### src/rtl/serial_adder_ctrl.sv
// Bit-serial adder: one full adder walks the operands LSB first, one bit per clock.
// Optional SERIAL_ADDER_SUB_EN macro adds a 'sub' input that turns the block into op_a - op_b.
module serial_adder_ctrl #(
   parameter int WIDTH = 8
) (
   input  logic             clk,
   input  logic             rst,
   input  logic             start,
   input  logic [WIDTH-1:0] op_a,
   input  logic [WIDTH-1:0] op_b,
   input  logic             cin,
`ifdef SERIAL_ADDER_SUB_EN
   input  logic             sub,
`endif
   output logic             ready,
   output logic [WIDTH-1:0] sum,
   output logic             cout,
   output logic             done
);

   localparam int CW = (WIDTH > 1) ? $clog2(WIDTH) : 1;
   localparam logic [CW-1:0] LAST = CW'(WIDTH - 1);

   typedef enum logic [1:0] {IDLE, RUN, DONE} state_t;

   state_t           state_q, state_d;
   logic [WIDTH-1:0] a_q, a_d, b_q, b_d, sum_q, sum_d;
   logic [CW-1:0]    cnt_q, cnt_d;
   logic             carry_q, carry_d, cout_q, cout_d;
   logic [WIDTH-1:0] b_load;
   logic             c_load;
   logic             fa_a, fa_b, fa_s, fa_c;

   // Subtraction is a + ~b + 1, so it folds into what gets latched at start.
`ifdef SERIAL_ADDER_SUB_EN
   assign b_load = op_b ^ {WIDTH{sub}};
   assign c_load = cin | sub;
`else
   assign b_load = op_b;
   assign c_load = cin;
`endif

   assign fa_a = a_q[cnt_q];
   assign fa_b = b_q[cnt_q];
   assign fa_s = fa_a ^ fa_b ^ carry_q;
   assign fa_c = (fa_a & fa_b) | (fa_a & carry_q) | (fa_b & carry_q);

   always_ff @(posedge clk or posedge rst) begin
      if (rst) begin
         state_q <= IDLE;
         a_q     <= '0;
         b_q     <= '0;
         sum_q   <= '0;
         cnt_q   <= '0;
         carry_q <= 1'b0;
         cout_q  <= 1'b0;
      end else begin
         state_q <= state_d;
         a_q     <= a_d;
         b_q     <= b_d;
         sum_q   <= sum_d;
         cnt_q   <= cnt_d;
         carry_q <= carry_d;
         cout_q  <= cout_d;
      end
   end

   always_comb begin
      state_d = state_q;
      a_d     = a_q;
      b_d     = b_q;
      sum_d   = sum_q;
      cnt_d   = cnt_q;
      carry_d = carry_q;
      cout_d  = cout_q;
      ready   = 1'b0;
      done    = 1'b0;
      case (state_q)
         IDLE: begin
            ready = 1'b1;
            if (start) begin
               a_d     = op_a;
               b_d     = b_load;
               carry_d = c_load;
               cnt_d   = '0;
               state_d = RUN;
            end
         end
         RUN: begin
            sum_d[cnt_q] = fa_s;
            carry_d      = fa_c;
            cnt_d        = cnt_q + 1'b1;
            if (cnt_q == LAST) begin
               cout_d  = fa_c;
               state_d = DONE;
            end
         end
         DONE: begin
            done    = 1'b1;
            state_d = IDLE;
         end
         default: state_d = IDLE;
      endcase
   end

   assign sum  = sum_q;
   assign cout = cout_q;

endmodule

### config.mk
export PLATFORM = sky130hd
export DESIGN_NAME = serial_adder_ctrl
export DESIGN_NICKNAME = d
export VERILOG_FILES = /design/src/rtl/serial_adder_ctrl.sv
export SDC_FILE = /design/constraint.sdc
export NUM_CORES = 1
export LEC_CHECK = 0
export BUFFER_PORTS_ARGS = -buffer_cell sky130_fd_sc_hd__buf_2
export CORE_MARGIN = 5
export CORE_UTILIZATION = 28
export DETAILED_ROUTE_END_ITERATION = 7
export HOLD_SLACK_MARGIN = 0.02
export SYNTH_ARGS = -nofsm -noshare
export SYNTH_HDL_FRONTEND = slang
export SYNTH_SLANG_ARGS = --single-unit
### constraint.sdc
create_clock -name clk -period 4.63 [get_ports clk]
set_input_delay 0.2315 -clock clk [delete_from_list [all_inputs] [get_ports clk]]
set_output_delay 0.2315 -clock clk [all_outputs]
set_load 0.1 [all_outputs]
Yosys cells after proc, flatten, opt, wreduce, memory -nomap -nowiden

Index checks and enable logic that the tools add are counted.

Register bits after elaboration: 31
Output and inout bits: 11
Logic and storage cells: 45
Bits of input ports: 20

Add/sub/neg operators: 1
Reductions and logical operators: 7
Bitwise operators: 7
Eq/ne operators: 5
Muxes and demuxes: 16
Magnitude comparators: 2

Operators by type and width:

| cell                                                               | count |
|---|---|
| bitwise mux 8 bit                                                  | 1 |
| AND reduction 2 bit                                                | 4 |
| binary-select mux 1 bit (select 3 bit)                             | 2 |
| two-way mux 1 bit                                                  | 6 |
| case mux 3 bit (2 select lines)                                    | 1 |
| < comparator 3 x 4 -> 1 bit (second input constant)                | 1 |
| two-way mux 2 bit                                                  | 2 |
| != test 2 bit (second input constant)                              | 2 |
| case mux 2 bit (2 select lines)                                    | 1 |
| adder 3 x 1 -> 3 bit (second input constant)                       | 1 |
| bitwise AND 1 bit                                                  | 3 |
| demux 1 bit (select 3 bit)                                         | 1 |
| equality test 3 bit (second input constant)                        | 1 |
| greater-or-equal comparator 3 x 1 -> 1 bit (second input constant) | 1 |
| two-way mux 3 bit                                                  | 1 |
| equality test 2 x 1 -> 1 bit (second input constant)               | 1 |
| equality test 2 bit (second input constant)                        | 1 |
| logical NOT 2 bit                                                  | 1 |
| OR 1 bit                                                           | 2 |
| case mux 1 bit (2 select lines)                                    | 1 |
| nonzero test 2 bit                                                 | 1 |
| bitwise XOR 1 bit                                                  | 2 |
| logical AND 1 bit                                                  | 1 |

Longest topological paths before layout

Gate-level depths: netlist of run 1.

Depth after elaboration: 6
Depth in mapped cells: 6
Mapped depth without buffers: 5

Worst setup path before layout of run 1

No wires, ideal clock.

Kind: register -> register
From: register cnt_q[0]
To: register sum_q[1], in the netlist sum[1]
Clock period less this slack: 2.070 ns
Required time: 4.542 ns
Buffers on the path: 2
Cell stages (with the launch flop): 7
Slack: 2.560 ns
Library setup time: 0.088 ns
Arrival time: 1.981 ns
Path through: dfrtp_1 -> buf_6 -> mux4_2 -> mux2i_1 -> fa_1 -> buf_1 -> a41oi_1

Word-level cells in the longest chain between the ends: 5
Elaborated cells on any way between the ends: 12
Those cells by class: order compare: 2; mux: 7; bitwise: 2; reduce/logical: 1

Ends and longest elaborated chain:

| element                                                                             | line   | RTL |
|---|---|---|
| from (decl)                                                                         | 28     | `logic [CW-1:0] cnt_q, cnt_d;` |
| from (signal assigned)                                                              | 62     | `cnt_q <= cnt_d;` |
| < comparator 3 x 4 -> 1 bit (implied by the code) (tied with other cells)           | 90     | `sum_d[cnt_q] = fa_s;` |
| logical AND 1 bit (implied by the code) (tied with other cells)                     | 90     |  |
| two-way mux 1 bit (implied by the code) / bitwise XOR 1 bit (equally long branches) | 90, 45 |  |
| demux 1 bit (select 3 bit) / bitwise XOR 1 bit (equally long branches)              | 90, 45 |  |
| bitwise mux 8 bit (*)                                                               | 90     |  |
| to (signal assigned)                                                                | 61     | `sum_q <= sum_d;` |
| to (decl)                                                                           | 27     | `logic [WIDTH-1:0] a_q, a_d, b_q, b_d, sum_q, sum_d;` |

Every way passes the cells marked *; elsewhere a longest branch is shown, timed or not. The select of a mux whose other input is x is not followed.
A chain may end at the register's enable or synchronous reset.

Worst setup path in the final report of run 1

Same ends and word-level chain as after synthesis.

==> results by group, run 1 <==
Timing
  • RSZ-0062 raised after global routing: no
  • Setup TNS: 0 ps
  • Final setup fails: 0
  • Maximum clock frequency: 0.4138 GHz
  • Final min period: 2416 ps
  • Fin. max-slew vios: 0
  • Clk_skew: 5.817 ps
  • Worst Max-Slew Pin Slew: 1131 ps
  • Max_slew headroom: 0.2452
  • Period utilisation layout: 0.5219
  • Hold Fails Final Rpt: 0

Drt
  • Met3 routed WL: 267 um
  • Vias per std cell: 4.575
  • Routed wl met2: 1258 um
  • DRT Pass-1 Iters: 4
  • M1 wire length: roughly 1200 um
  • Highest routed layer: met4
  • DRC viols: 0
  • Post-Route WL: roughly 2800 um
  • DRT antenna net count: 0
  • Drt wl/cell: 13.30 um
  • Drt initial violations: 62
  • Via Count: around 950

Hold path
  • Min-Delay Path Class: in -> reg
  • Hold depth: 2

Yosys
  • Seq/Total Area, Yosys: 0.5368
  • Synth Warn #: 0
  • FF+latch count, synth: 31
  • Syn avg cell area: 13.63 um^2
  • Cells after Synth: roughly 110
  • Synthesized Nets: 129
  • Syn Std Cell Area: 1445 um^2
  • Netlist cell types: 29

Cells and area
  • Area Overhead vs Synth: 19.91%
  • Filler cell count: 532
  • Commonest non-fill, non-tap cell in the layout: dfrtp_1
  • Ant. Diodes: 0
  • Most frequent cells in the layout: dfrtp_1, buf_2, mux2_2, a31oi_1, clkbuf_8
  • Cell area after layout: 1733 um^2
  • Layout cells sized above 1: 0.4380
  • Footprint of the multi-input gates: 609.3 um^2
  • Register area: 775.7 um^2
  • # nets final: 160

Floorplan
  • Initial core utilization: 0.2848
  • Die Span X: between 80 and 90 um
  • Die ar.: 6698 um^2
  • Rows: 26
  • Num ports: 31
  • Die Height: ~82 um
  • Core Box Area: approximately 5100 um^2

Clock network
  • Hold_buf cts: 0
  • Longest Clk Path Bufs: 2
  • Clock transition at path regs: ~60 ps
  • Root Driver: clkbuf_8
  • CTS H-tree depth: 2
  • CTS tree: built
  • Post-CTS setup buffers: 0
  • Clock Latency Late Sink: approximately 280 ps
  • Clock sink count: 31
  • Clock buffer count from CTS: 5
  • Post-cts sizing count: 0

GRT
  • Vias in the first global route: approximately 1000
  • First-pass GRT wire length: 4961 um
  • GRT overflow: 0
  • GRT Util Overall: 0.09931
  • Pin count of the biggest net entering global routing: 32
  • Initial antenna violation count: 0

Status
  • Status: finished, final reports clean

Run
  • Max-Cap Viols: 0

Setup path
  • Worst EP arrival: 2610 ps
  • Setup crit start kind: flip-flop
  • Crit-path max FO: 14
  • Crit path kind: reg -> reg
  • R2R Setup Slk: 2210 ps
  • FF-to-FF path depth: 4
  • Critical path capture point type: flip-flop
  • Crit path required time: just under 5000 ps

Placed design
  • Dpl hpwl: 2000 um
  • Placed cell areas: 1645 um^2
  • Final Wtd Congestion: 0.8053
  • Buffers on Ports: 30
worst max-delay path, cell delays in order (launching register included):
cell,delay [ps]
dfrtp_1,710
mux4_1,620
mux2i_1,210
fa_1,570
a41oi_1,230
state kept, by name, indices dropped and copies added, names as in the netlist:
| signal | cells |
|---|---|
| a_q | 8 |
| b_q | 8 |
| sum | 8 |
| cnt_q | 3 |
| state_q | 2 |
| carry_q | 1 |
| cout | 1 |
layer usage:
metal	global-route usage	up-vias
met4	0.03987	0
met3	0.05482	4
met2	0.1486	28
met5	0	-
li1	-	452
met1	0.1180	463
path summary, 6_finish.rpt:
path | start | end
max | cnt_q[0] | sum[1]
min | op_a[5] | a_q[5]
max reg2reg | cnt_q[0] | sum[1]
min reg2reg | a_q[4] | a_q[4]
max in group asynchronous | rst | a_q[6]
min in group asynchronous | rst | sum[7]
layout make-up:
cell class                 count  area share
clock buffer                   6     0.04765
tap                           70     0.05054
inverter                       4    0.008664
clock inverter                 1    0.002888
sequential                    31      0.4477
multi-input combinational     64      0.3516
timing repair buffer          31     0.09097
cells by family (layout without fill, tap and decap cells):
group | Yosys count | after routing | synth area share
adders and majority gates | 3 | 3 | 0.03117
and+or+nand+nor | 18 | 18 | 0.08139
muxes | 24 | 24 | 0.2225
DFF | 31 | 31 | 0.5368
buffers and inverters | 11 | 42 | 0.04155
AOI/OAI and AO/OA | 19 | 19 | 0.08659
metrics by stage:
stage	instances	util	hold WS (ps)	setup slack [ps]
after detailed placement	200	0.3242	467.0	2206
after floorplan	106	-	335.0	2560
after global routing	207	0.3415	170.0	2068
after CTS	207	0.3415	171.8	2205
final	207	0.3415	184.4	2214
after global placement	200	0.3242	464.5	2288
cells in the mapped netlist:
cell      instances  area, um^2
dfrtp_1          31       775.7
mux2_2           16       180.2
a31oi_1           6       37.54
a21oi_1           5       25.02
inv_1             4       15.01
mux2i_1           4       40.04
nand2_1           4       15.01
nor2_1            4       15.01
a41oi_1           3       26.28
buf_2             3       15.01
mux4_1            3       78.83
nor2b_1           3       18.77
buf_4             2       15.01
ha_1              2       25.02
o21ai_0           2       10.01
a21o_2            1       8.760
a221o_1           1       10.01
and2_1            1       6.260
buf_1             1       3.750
buf_6             1       11.26
fa_1              1       20.02
mux4_2            1       22.52
nand2b_1          1       6.260
nand3_2           1       10.01
nand4_1           1       6.260
nor2b_2           1       8.760
nor3b_2           1       12.51
nor3b_4           1       18.77
o21bai_1          1       7.510
Power of run 1 is not shown: default switching activity piles up to over one toggle a cycle in this logic, so the estimate is an artifact.
==> inputs of run 2 (changes only) <==
==> constraint.sdc (replaced) <==
create_clock -name clk -period 1.95 [get_ports clk]
set_input_delay 0.0975 -clock clk [delete_from_list [all_inputs] [get_ports clk]]
set_output_delay 0.0975 -clock clk [all_outputs]
set_load 0.1 [all_outputs]
==> results by group, run 2 (synthesized netlist as in run 1, its figures left out) <==
Status
  • Status: complete, but fails checks (was finished, final reports clean)
  • Failing checks: negative setup slack

Cells and area
  • Layout cells sized above 1: 0.5175 (was 0.4380)
  • Post-route insts no fill: 213 (was 207)
  • Footprint of the multi-input gates: 626.9 um^2 (was 609.3 um^2)
  • Most frequent cells in the layout: dfrtp_1, buf_2, mux2_2, a31oi_1, clkbuf_8 (unchanged)
  • Register area: 777.0 um^2 (was 775.7 um^2)
  • # nets final: 165 (was 160)
  • Filler cell count: 539 (was 532)
  • Area Overhead vs Synth: 26.06% (was 19.91%)
  • Ant. Diodes: 0 (unchanged)

Drt
  • DRC viols: 0 (unchanged)
  • Post-Route WL: 3078 um (was 2753 um)
  • DRT antenna net count: 0 (unchanged)
  • Vias per std cell: 4.681 (was 4.575)
  • Drt initial violations: 51 (was 62)
  • Via Count: 997 (was 947)
  • DRT Pass-1 Iters: 4 (unchanged)
  • Drt wl/cell: 14.45 um (was 13.30 um)

Timing
  • Final setup fails: 7 (was 0)
  • Period utilisation layout: 1.026 (was 0.5219)
  • RSZ-0062 raised after global routing: yes (was no)
  • Worst Max-Slew Pin Slew: 490.1 ps (was 1131 ps)
  • Post-route setup slack: -49.98 ps (was 2214 ps)
  • Maximum clock frequency: 0.5000 GHz (was 0.4138 GHz)
  • Max_slew headroom: 0.6755 (was 0.2452)
  • Clk_skew: 5.827 ps (was 5.817 ps)
  • Fin. max-slew vios: 0 (unchanged)
  • Setup TNS: -172.2 ps (was 0 ps)
  • Final min period: 2000 ps (was 2416 ps)
  • Hold Fails Final Rpt: 0 (unchanged)

Floorplan
  • Die Height: 81.84 um (unchanged)
  • Die ar.: 6698 um^2 (unchanged)
  • Initial core utilization: 0.2848 (unchanged)
  • Die Span X: 81.84 um (unchanged)
  • Num ports: 31 (unchanged)
  • Rows: 26 (unchanged)
  • Core Box Area: 5075 um^2 (unchanged)

Setup path
  • Slowest cell on crit path: fa_2 (was dfrtp_1)
  • Crit path kind: reg -> reg (unchanged)
  • WP buf/inv: 0 (unchanged)
  • Max incr delay on CP: 570 ps (was 710 ps)
  • Setup crit start kind: flip-flop (unchanged)
  • R2r endpoint: sum[5] (was sum[1])
  • Worst R2R Start: cnt_q[0] (unchanged)
  • Worst EP arrival: 2200 ps (was 2610 ps)
  • R2R Setup Slk: -50 ps (was 2210 ps)
  • FF-to-FF path depth: 4 (unchanged)
  • Crit path max-delay family: multiplexers (unchanged)
  • Critical path capture point type: flip-flop (unchanged)
  • Critical Path, Cell by Cell: mux4_2 > mux2i_1 > fa_2 > a41oi_2 (was mux4_1 > mux2i_1 > fa_1 > a41oi_1)
  • Crit-path max FO: 8 (was 14)
  • Crit path required time: 2150 ps (was 4830 ps)

Hold path
  • Hold EP: b_q[4] (was a_q[5])
  • Hold_sp: op_b[4] (was op_a[5])
  • Min-Delay Path Class: in -> reg (unchanged)
  • Hold depth: 2 (unchanged)

Placed design
  • Buffers on Ports: 30 (unchanged)
  • Placed Cells: 204 (was 200)
  • Final Wtd Congestion: 0.7626 (was 0.8053)
  • Dpl hpwl: 2295 um (was 2000 um)
  • Pre-CTS WS: -215.8 ps (was 2206 ps)

GRT
  • GRT Util Overall: 0.1005 (was 0.09931)
  • First-pass GRT wire length: 5099 um (was 4961 um)
  • GRT overflow: 0 (unchanged)
  • Initial antenna violation count: 0 (unchanged)
  • Pin count of the biggest net entering global routing: 32 (unchanged)
  • Vias in the first global route: 1039 (was 1030)

Clock network
  • Clock sink count: 31 (unchanged)
  • Post-CTS setup buffers: 0 (unchanged)
  • Root Driver: clkbuf_8 (unchanged)
  • Clock Latency Late Sink: 280 ps (about the same)
  • Clock buffer count from CTS: 5 (unchanged)
  • Clock transition at path regs: 70 ps (was 60 ps)
  • CTS tree: built (unchanged)
  • CTS H-tree depth: 2 (unchanged)
  • Longest Clk Path Bufs: 2 (unchanged)

Run
  • Max-Cap Viols: 0 (unchanged)
==> run 2: metal layers <==
metal,GRT usage,part of all wire,up-vias
li1,-,-,456
met1,0.1207,0.44,506
met5,0,0,-
met4,0.02492,0.0081,0
met3,0.03838,0.064,4
met2,0.1688,0.49,31
==> run 2: worst max path at each step <==
stage | startpoint | slack [ps] | to | cells after the start
2_1_floorplan | cnt_q[0] | -70 | sum[0] | 6
6_report | cnt_q[0] | -50 | sum[5] | 4
5_1_grt | cnt_q[0] | -150 | sum[4] | 4
3_3_place_gp | cnt_q[0] | -90 | sum[4] | 4
4_1_cts | cnt_q[0] | -50 | sum[3] | 4
3_5_place_dp | cnt_q[0] | -220 | sum[7] | 4
==> run 2: final cells by class <==
| type | count | area share |
|---|---|---|
| sequential | 31 | 0.4265 |
| multi-input combinational | 64 | 0.3441 |
| timing repair buffer | 36 | 0.1085 |
| tap | 70 | 0.04808 |
| clock buffer | 6 | 0.04533 |
| clock inverter | 2 | 0.01923 |
| inverter | 4 | 0.008242 |
==> run 2: per-stage QoR <==
stage          hold slack (ps)  area [um^2]  utilization
2_1_floorplan            201.0         1475            -
3_5_place_dp             197.3         1698       0.3346
3_3_place_gp             184.6         1698       0.3346
5_1_grt                  46.33         1822       0.3590
6_report                 51.67         1822       0.3590
4_1_cts                  49.07         1822       0.3590
==> run 2: timing repair <==
| action | 4_1_cts | 5_1_grt |
|---|---|---|
| setup endpoints to repair | 9 | 8 |
| hold buffers | 1 | 0 |
| endpoints found under the hold margin | 31 | 0 |
| pin swaps | 1 | 2 |
| resized for setup | 6 | 0 |
Power of run 2 is left out for the same reason.
